==> src/rtl/display_scan_controller.sv <==
// display_scan_controller: time-multiplexes one BCD encoder across NUM_DIGITS digits with guard gaps
// and a frame-synchronous, double-buffered display update.
module display_scan_controller #(
   parameter int NUM_DIGITS  = 4,
   parameter int REFRESH_DIV = 50000,
   parameter int GAP_CYCLES  = 2
) (
   input  logic                    clk,
   input  logic                    rst,
   input  logic                    load,
   input  logic [4*NUM_DIGITS-1:0] digits_in,
   input  logic [NUM_DIGITS-1:0]   blank_in,
   output logic [3:0]              bcd,
   output logic [NUM_DIGITS-1:0]   digit_en,
   output logic                    load_ack,
   output logic                    frame_done
);
   localparam int IW   = $clog2(NUM_DIGITS);
   localparam int CMAX = REFRESH_DIV > GAP_CYCLES ? REFRESH_DIV : GAP_CYCLES;
   localparam int CW   = $clog2(CMAX + 1);
   typedef enum logic [1:0] {IDLE, SHOW, GAP} state_t;
   state_t                  state_q, state_d;
   logic [IW-1:0]           idx_q, idx_d;
   logic [CW-1:0]           cnt_q, cnt_d;
   logic [4*NUM_DIGITS-1:0] act_dig_q, act_dig_d, pend_dig_q, pend_dig_d;
   logic [NUM_DIGITS-1:0]   act_blk_q, act_blk_d, pend_blk_q, pend_blk_d;
   logic                    pend_q, pend_d;
   logic [3:0]              bcd_q, bcd_d;
   logic [NUM_DIGITS-1:0]   en_q, en_d;
   logic                    ack_q, ack_d, fd_q, fd_d;
   logic                    commit;
   logic [3:0]              dig;
   always_comb begin
      commit  = state_q == IDLE ||
                (state_q == GAP && cnt_q == CW'(GAP_CYCLES - 1) && idx_q == IW'(NUM_DIGITS - 1));
      state_d = state_q;
      idx_d   = idx_q;
      cnt_d   = cnt_q + 1'b1;
      if (state_q == IDLE) begin
         state_d = SHOW;
         idx_d   = '0;
         cnt_d   = '0;
      end else if (state_q == SHOW && cnt_q == CW'(REFRESH_DIV - 1)) begin
         state_d = GAP;
         cnt_d   = '0;
      end else if (state_q == GAP && cnt_q == CW'(GAP_CYCLES - 1)) begin
         state_d = SHOW;
         cnt_d   = '0;
         idx_d   = idx_q == IW'(NUM_DIGITS - 1) ? '0 : idx_q + 1'b1;
      end
      // A load coinciding with a commit becomes the next pending frame.
      act_dig_d  = commit && pend_q ? pend_dig_q : act_dig_q;
      act_blk_d  = commit && pend_q ? pend_blk_q : act_blk_q;
      pend_d     = load | (pend_q & ~commit);
      pend_dig_d = load ? digits_in : pend_dig_q;
      pend_blk_d = load ? blank_in : pend_blk_q;
      dig        = act_dig_d[{idx_d, 2'b00} +: 4];
      bcd_d      = state_d == SHOW ? dig : bcd_q;
      en_d       = state_d == SHOW && !act_blk_d[idx_d] && dig <= 4'd9 ? NUM_DIGITS'(1) << idx_d : '0;
      ack_d      = commit & pend_q;
      fd_d       = commit;
   end
   always_ff @(posedge clk) begin
      if (rst) begin
         state_q    <= IDLE;
         idx_q      <= '0;
         cnt_q      <= '0;
         act_dig_q  <= '0;
         act_blk_q  <= '1;
         pend_dig_q <= '0;
         pend_blk_q <= '0;
         pend_q     <= 1'b0;
         bcd_q      <= '0;
         en_q       <= '0;
         ack_q      <= 1'b0;
         fd_q       <= 1'b0;
      end else begin
         state_q    <= state_d;
         idx_q      <= idx_d;
         cnt_q      <= cnt_d;
         act_dig_q  <= act_dig_d;
         act_blk_q  <= act_blk_d;
         pend_dig_q <= pend_dig_d;
         pend_blk_q <= pend_blk_d;
         pend_q     <= pend_d;
         bcd_q      <= bcd_d;
         en_q       <= en_d;
         ack_q      <= ack_d;
         fd_q       <= fd_d;
      end
   end
   assign bcd        = bcd_q;
   assign digit_en   = en_q;
   assign load_ack   = ack_q;
   assign frame_done = fd_q;
endmodule

==> config.mk <==
export PLATFORM = sky130hd
export DESIGN_NAME = display_scan_controller
export DESIGN_NICKNAME = d
export VERILOG_FILES = /design/src/rtl/display_scan_controller.sv
export SDC_FILE = /design/constraint.sdc
export NUM_CORES = 1
export LEC_CHECK = 0
export CAP_MARGIN = 20
export CORE_MARGIN = 3
export CORE_UTILIZATION = 35
export CTS_BUF_LIST = sky130_fd_sc_hd__clkbuf_8
export DETAILED_ROUTE_END_ITERATION = 8
export SETUP_SLACK_MARGIN = 0.5
export SLEW_MARGIN = 20
export SYNTH_ARGS = -nofsm -noshare
export SYNTH_HDL_FRONTEND = slang
export SYNTH_SLANG_ARGS = --single-unit
==> constraint.sdc <==
create_clock -name clk -period 3.4 [get_ports clk]
set_input_delay 0.85 -clock clk [delete_from_list [all_inputs] [get_ports clk]]
set_output_delay 0.85 -clock clk [all_outputs]
set_load 0.1 [all_outputs]
==> tab_implementation.tex <==
\begin{tabular}{lr}
\hline
Metric & Value \\
\hline
\multicolumn{2}{l}{\textbf{Outcome}} \\
Status & finished, final reports clean \\
\multicolumn{2}{l}{\textbf{Power}} \\
Internal power & 1.29 mW \\
Maximum vdd ir drop & 0.229 mV \\
Leakage power summed over all cells & 1.51 nW \\
Part of the total power dissipated in combinational logic & 7.7\% \\
PwrDens & 492 nW/um2 \\
Sw Share & 23.7\% \\
Part of the total power dissipated in sequential elements & 51.3\% \\
Part of the power in the clock network & 41.0\% \\
Reported net switching power & 0.403 mW \\
\multicolumn{2}{l}{\textbf{STA}} \\
Final critical path time including I/O delays and setup & 2630 ps \\
Max-slew violation count & 0 \\
Final critical-path setup slack & 771 ps \\
Worst clock skew & 13.1 ps \\
Transition time at the pin with the least slew margin & 535 ps \\
Setup repair after global routing missed its margin & no \\
Total of endpoints with negative setup slack in the final report & 0 \\
Final setup TNS & 0 ps \\
Hold slack final & 477 ps \\
Peak Freq & 380 MHz \\
Share of the clock period used by the worst path after layout & 77.3\% \\
Final Hold Viols & 0 \\
Max-Slew Margin vs Limit & 64.2\% \\
\multicolumn{2}{l}{\textbf{Routing}} \\
DRT antenna net count & 0 \\
Number of optimization iterations in the first detailed-route pass & 4 \\
Remaining routing DRC violations & 0 \\
Total via count in the routed design & 2014 \\
Number of vias per cell after detailed routing & 4.72 \\
Sum of routed wire length over all layers & 5410 um \\
Number of DRC markers after the initial detailed-route iteration & 65 \\
Average wire per cell in the routed design & 12.7 um \\
\multicolumn{2}{l}{\textbf{Synth}} \\
Syn Inst Count & 287 \\
Number of distinct standard cells referenced by the synthesized netlist & 41 \\
Post-Syn Area & 2830 um2 \\
Number of register bits inferred by synthesis & 71 \\
Synth warn & 0 \\
Seq/Total Area, Yosys & 50.2\% \\
Dominant synthesized flop cell & sky130\_fd\_sc\_hd\_\_dfxtp\_1 \\
Async set or reset register ratio after synthesis & 0\% \\
Nets in the synthesized netlist & 313 \\
EDFF count, synth & 0 \\
Avg Inst Size Synth & 9.87 um2 \\
\multicolumn{2}{l}{\textbf{Floorplanning}} \\
Die outline height & 95.9 um \\
Num rows & 32 \\
Die Footprint & 9210 um2 \\
Die extent in x & 95.9 um \\
Effective utilization at floorplan & 36.3\% \\
Core region area & 7810 um2 \\
Top-Level Pins & 33 \\
\multicolumn{2}{l}{\textbf{Final layout}} \\
Growth of design area from synthesis to finish & 21.9\% \\
Area taken by multi-input logic gates & 1350 um2 \\
Antenna fix cells & 0 \\
Most common cell after layout, fill and taps aside & sky130\_fd\_sc\_hd\_\_dfxtp\_1 \\
Filler cells & 766 \\
Sequential Area & 1420 um2 \\
Commonest non-fill, non-tap cells in the layout & sky130\_fd\_sc\_hd\_\_dfxtp\_1, sky130\_fd\_sc\_hd\_\_nor2\_1, sky130\_fd\_sc\_hd\_\_mux2i\_1 \\
Final standard cell count with taps included and fillers excluded & 427 \\
Post-route standard cell area excluding fillers & 3450 um2 \\
Layout Nets & 347 \\
Ratio of cells with drive above 1 in the final layout & 12.3\% \\
\multicolumn{2}{l}{\textbf{Placed design}} \\
Final weighted congestion of routability-driven global placement & 0.747 \\
Post-DP Area & 3220 um2 \\
Placement Setup Slack & 561 ps \\
Post-detail-place hpwl & 3670 um \\
Total of buffers placed on input and output ports & 32 \\
Cell total after placement & 412 \\
\multicolumn{2}{l}{\textbf{Global routing}} \\
All-Layer GR Usage & 12.8\% \\
Wire length of the first global-routing pass & 8970 um \\
Vias in the first global route & 1911 \\
Largest net degree at the start of global routing & 34 \\
Total gr overflow & 0 \\
Initial antenna violation count & 0 \\
\multicolumn{2}{l}{\textbf{Clock tree}} \\
Cell chosen for the clock root & sky130\_fd\_sc\_hd\_\_clkbuf\_8 \\
CTS Hold Buffers Added & 0 \\
Clock-pin slew on the worst setup and hold paths & 70 ps \\
Number of buffers created by CTS & 9 \\
Clock insertion delay at the later pin of the skew report & 340 ps \\
Number of buffers on the longest clock path & 2 \\
Clock net sink count & 71 \\
CTS tree & built \\
H-Tree Level Count & 3 \\
Post-cts sizing count & 0 \\
Number of buffers inserted by post-CTS setup repair & 0 \\
\multicolumn{2}{l}{\textbf{Worst setup path}} \\
Max Fanout on Critical Path & 8 \\
Required time at the endpoint of the critical path & 3620 ps \\
Critical path class & flip-flop to flip-flop \\
Startpoint type of the worst setup path & flip-flop \\
Worst endpoint data arrival time & 2850 ps \\
Crit end category & flip-flop \\
Reg2reg path depth & 8 \\
\multicolumn{2}{l}{\textbf{Hold path}} \\
Min-Delay Path Class & flip-flop to flip-flop \\
Min-Delay Path Depth & 2 \\
\multicolumn{2}{l}{\textbf{Flow run}} \\
Count of max-cap constraint violations & 0 \\
\hline
\end{tabular}
## power by group through the flow
stage                     Combinational [mW]  Sequential, mW  Clock (mW)
after floorplan                       0.0695           0.905           0
final                                  0.131           0.871       0.695
after detailed placement               0.132           0.891           0
after CTS                              0.132           0.871       0.707
after global routing                   0.143           0.874       0.746
after global placement                 0.129           0.890           0
## stage by stage
step	total power, mW	utilization (%)
CTS	1.71	43.9
floorplan	0.975	-
detailed placement	1.02	41.2
finish	1.70	44.2
global placement	1.02	41.2
global route	1.76	44.2
## state kept, by name, indices dropped and copies added, names as in the netlist
signal and flops:
idx_q 2, bcd 4, frame_done 1, pend_dig_q 16
cnt_q 16, state_q 2, pend_blk_q 4, load_ack 1
act_blk_q 4, pend_q 1, digit_en 4, act_dig_q 16
## Yosys cell counts (4+ instances only)
| library cell | count | area share, % |
|---|---|---|
| sky130_fd_sc_hd__nand2_1 | 10 | 1.3 |
| sky130_fd_sc_hd__nor2_1 | 64 | 8.5 |
| sky130_fd_sc_hd__xor2_1 | 6 | 1.9 |
| sky130_fd_sc_hd__nand2b_1 | 4 | 0.88 |
| sky130_fd_sc_hd__inv_1 | 5 | 0.66 |
| sky130_fd_sc_hd__nand3_1 | 9 | 1.6 |
| sky130_fd_sc_hd__xnor2_1 | 7 | 2.2 |
| sky130_fd_sc_hd__mux2i_1 | 48 | 17 |
| sky130_fd_sc_hd__nand4_1 | 4 | 0.88 |
| sky130_fd_sc_hd__dfxtp_1 | 71 | 50 |
| sky130_fd_sc_hd__and3_1 | 5 | 1.1 |
| sky130_fd_sc_hd__clkbuf_1 | 8 | 1.1 |
| sky130_fd_sc_hd__a21oi_1 | 5 | 0.88 |
## cell families after synthesis
family,after synthesis,synth area share (%)
AO/OA/AOI/OAI,21,5.66
XOR/XNOR,13,4.02
adder cells (fa/ha/maj),3,1.33
buffers and inverters,19,3.05
flip-flops,71,50.2
multiplexers,48,17.0
AND/OR/NAND/NOR,112,18.8
## final cells by class
type | count | area share, %
flip-flops and latches | 71 | 41.2
multi-input cells | 197 | 39.1
repair buffers | 37 | 9.50
clock buffers | 11 | 4.39
well taps | 102 | 3.70
clock inverters | 4 | 1.56
inverters | 5 | 0.544
## metal layers
metal  vias up  part of all wire, %  GRT usage (%)
li1       1040                    -              -
met1       928                   50           17.2
met2        38                   44           18.8
met3         8                  3.9           2.97
met4         0                  2.3           7.11
met5         -                    0              0
## worst max-delay path, stage by stage (launching register included)
cell and delay, ps:
sky130_fd_sc_hd__dfxtp_1 350, sky130_fd_sc_hd__or4_1 570, sky130_fd_sc_hd__nand4b_4 240, sky130_fd_sc_hd__or2_4 300, sky130_fd_sc_hd__o2bb2ai_4 310, sky130_fd_sc_hd__mux2i_1 240
sky130_fd_sc_hd__mux2i_1 120, sky130_fd_sc_hd__a21oi_2 290, sky130_fd_sc_hd__nor2_1 80
## worst paths after layout
path                        startpoint                      to  slack (ps)
hold / removal     bcd[0]$_SDFFE_PP0N_     bcd[0]$_SDFFE_PP0N_         480
setup reg to reg  cnt_q[10]$_SDFF_PP0_  digit_en[2]$_SDFF_PP0_         770
hold reg to reg    bcd[0]$_SDFFE_PP0N_     bcd[0]$_SDFFE_PP0N_         480
setup / recovery  cnt_q[10]$_SDFF_PP0_  digit_en[2]$_SDFF_PP0_         770
No activity file was read; power rests on OpenSTA's default activity.
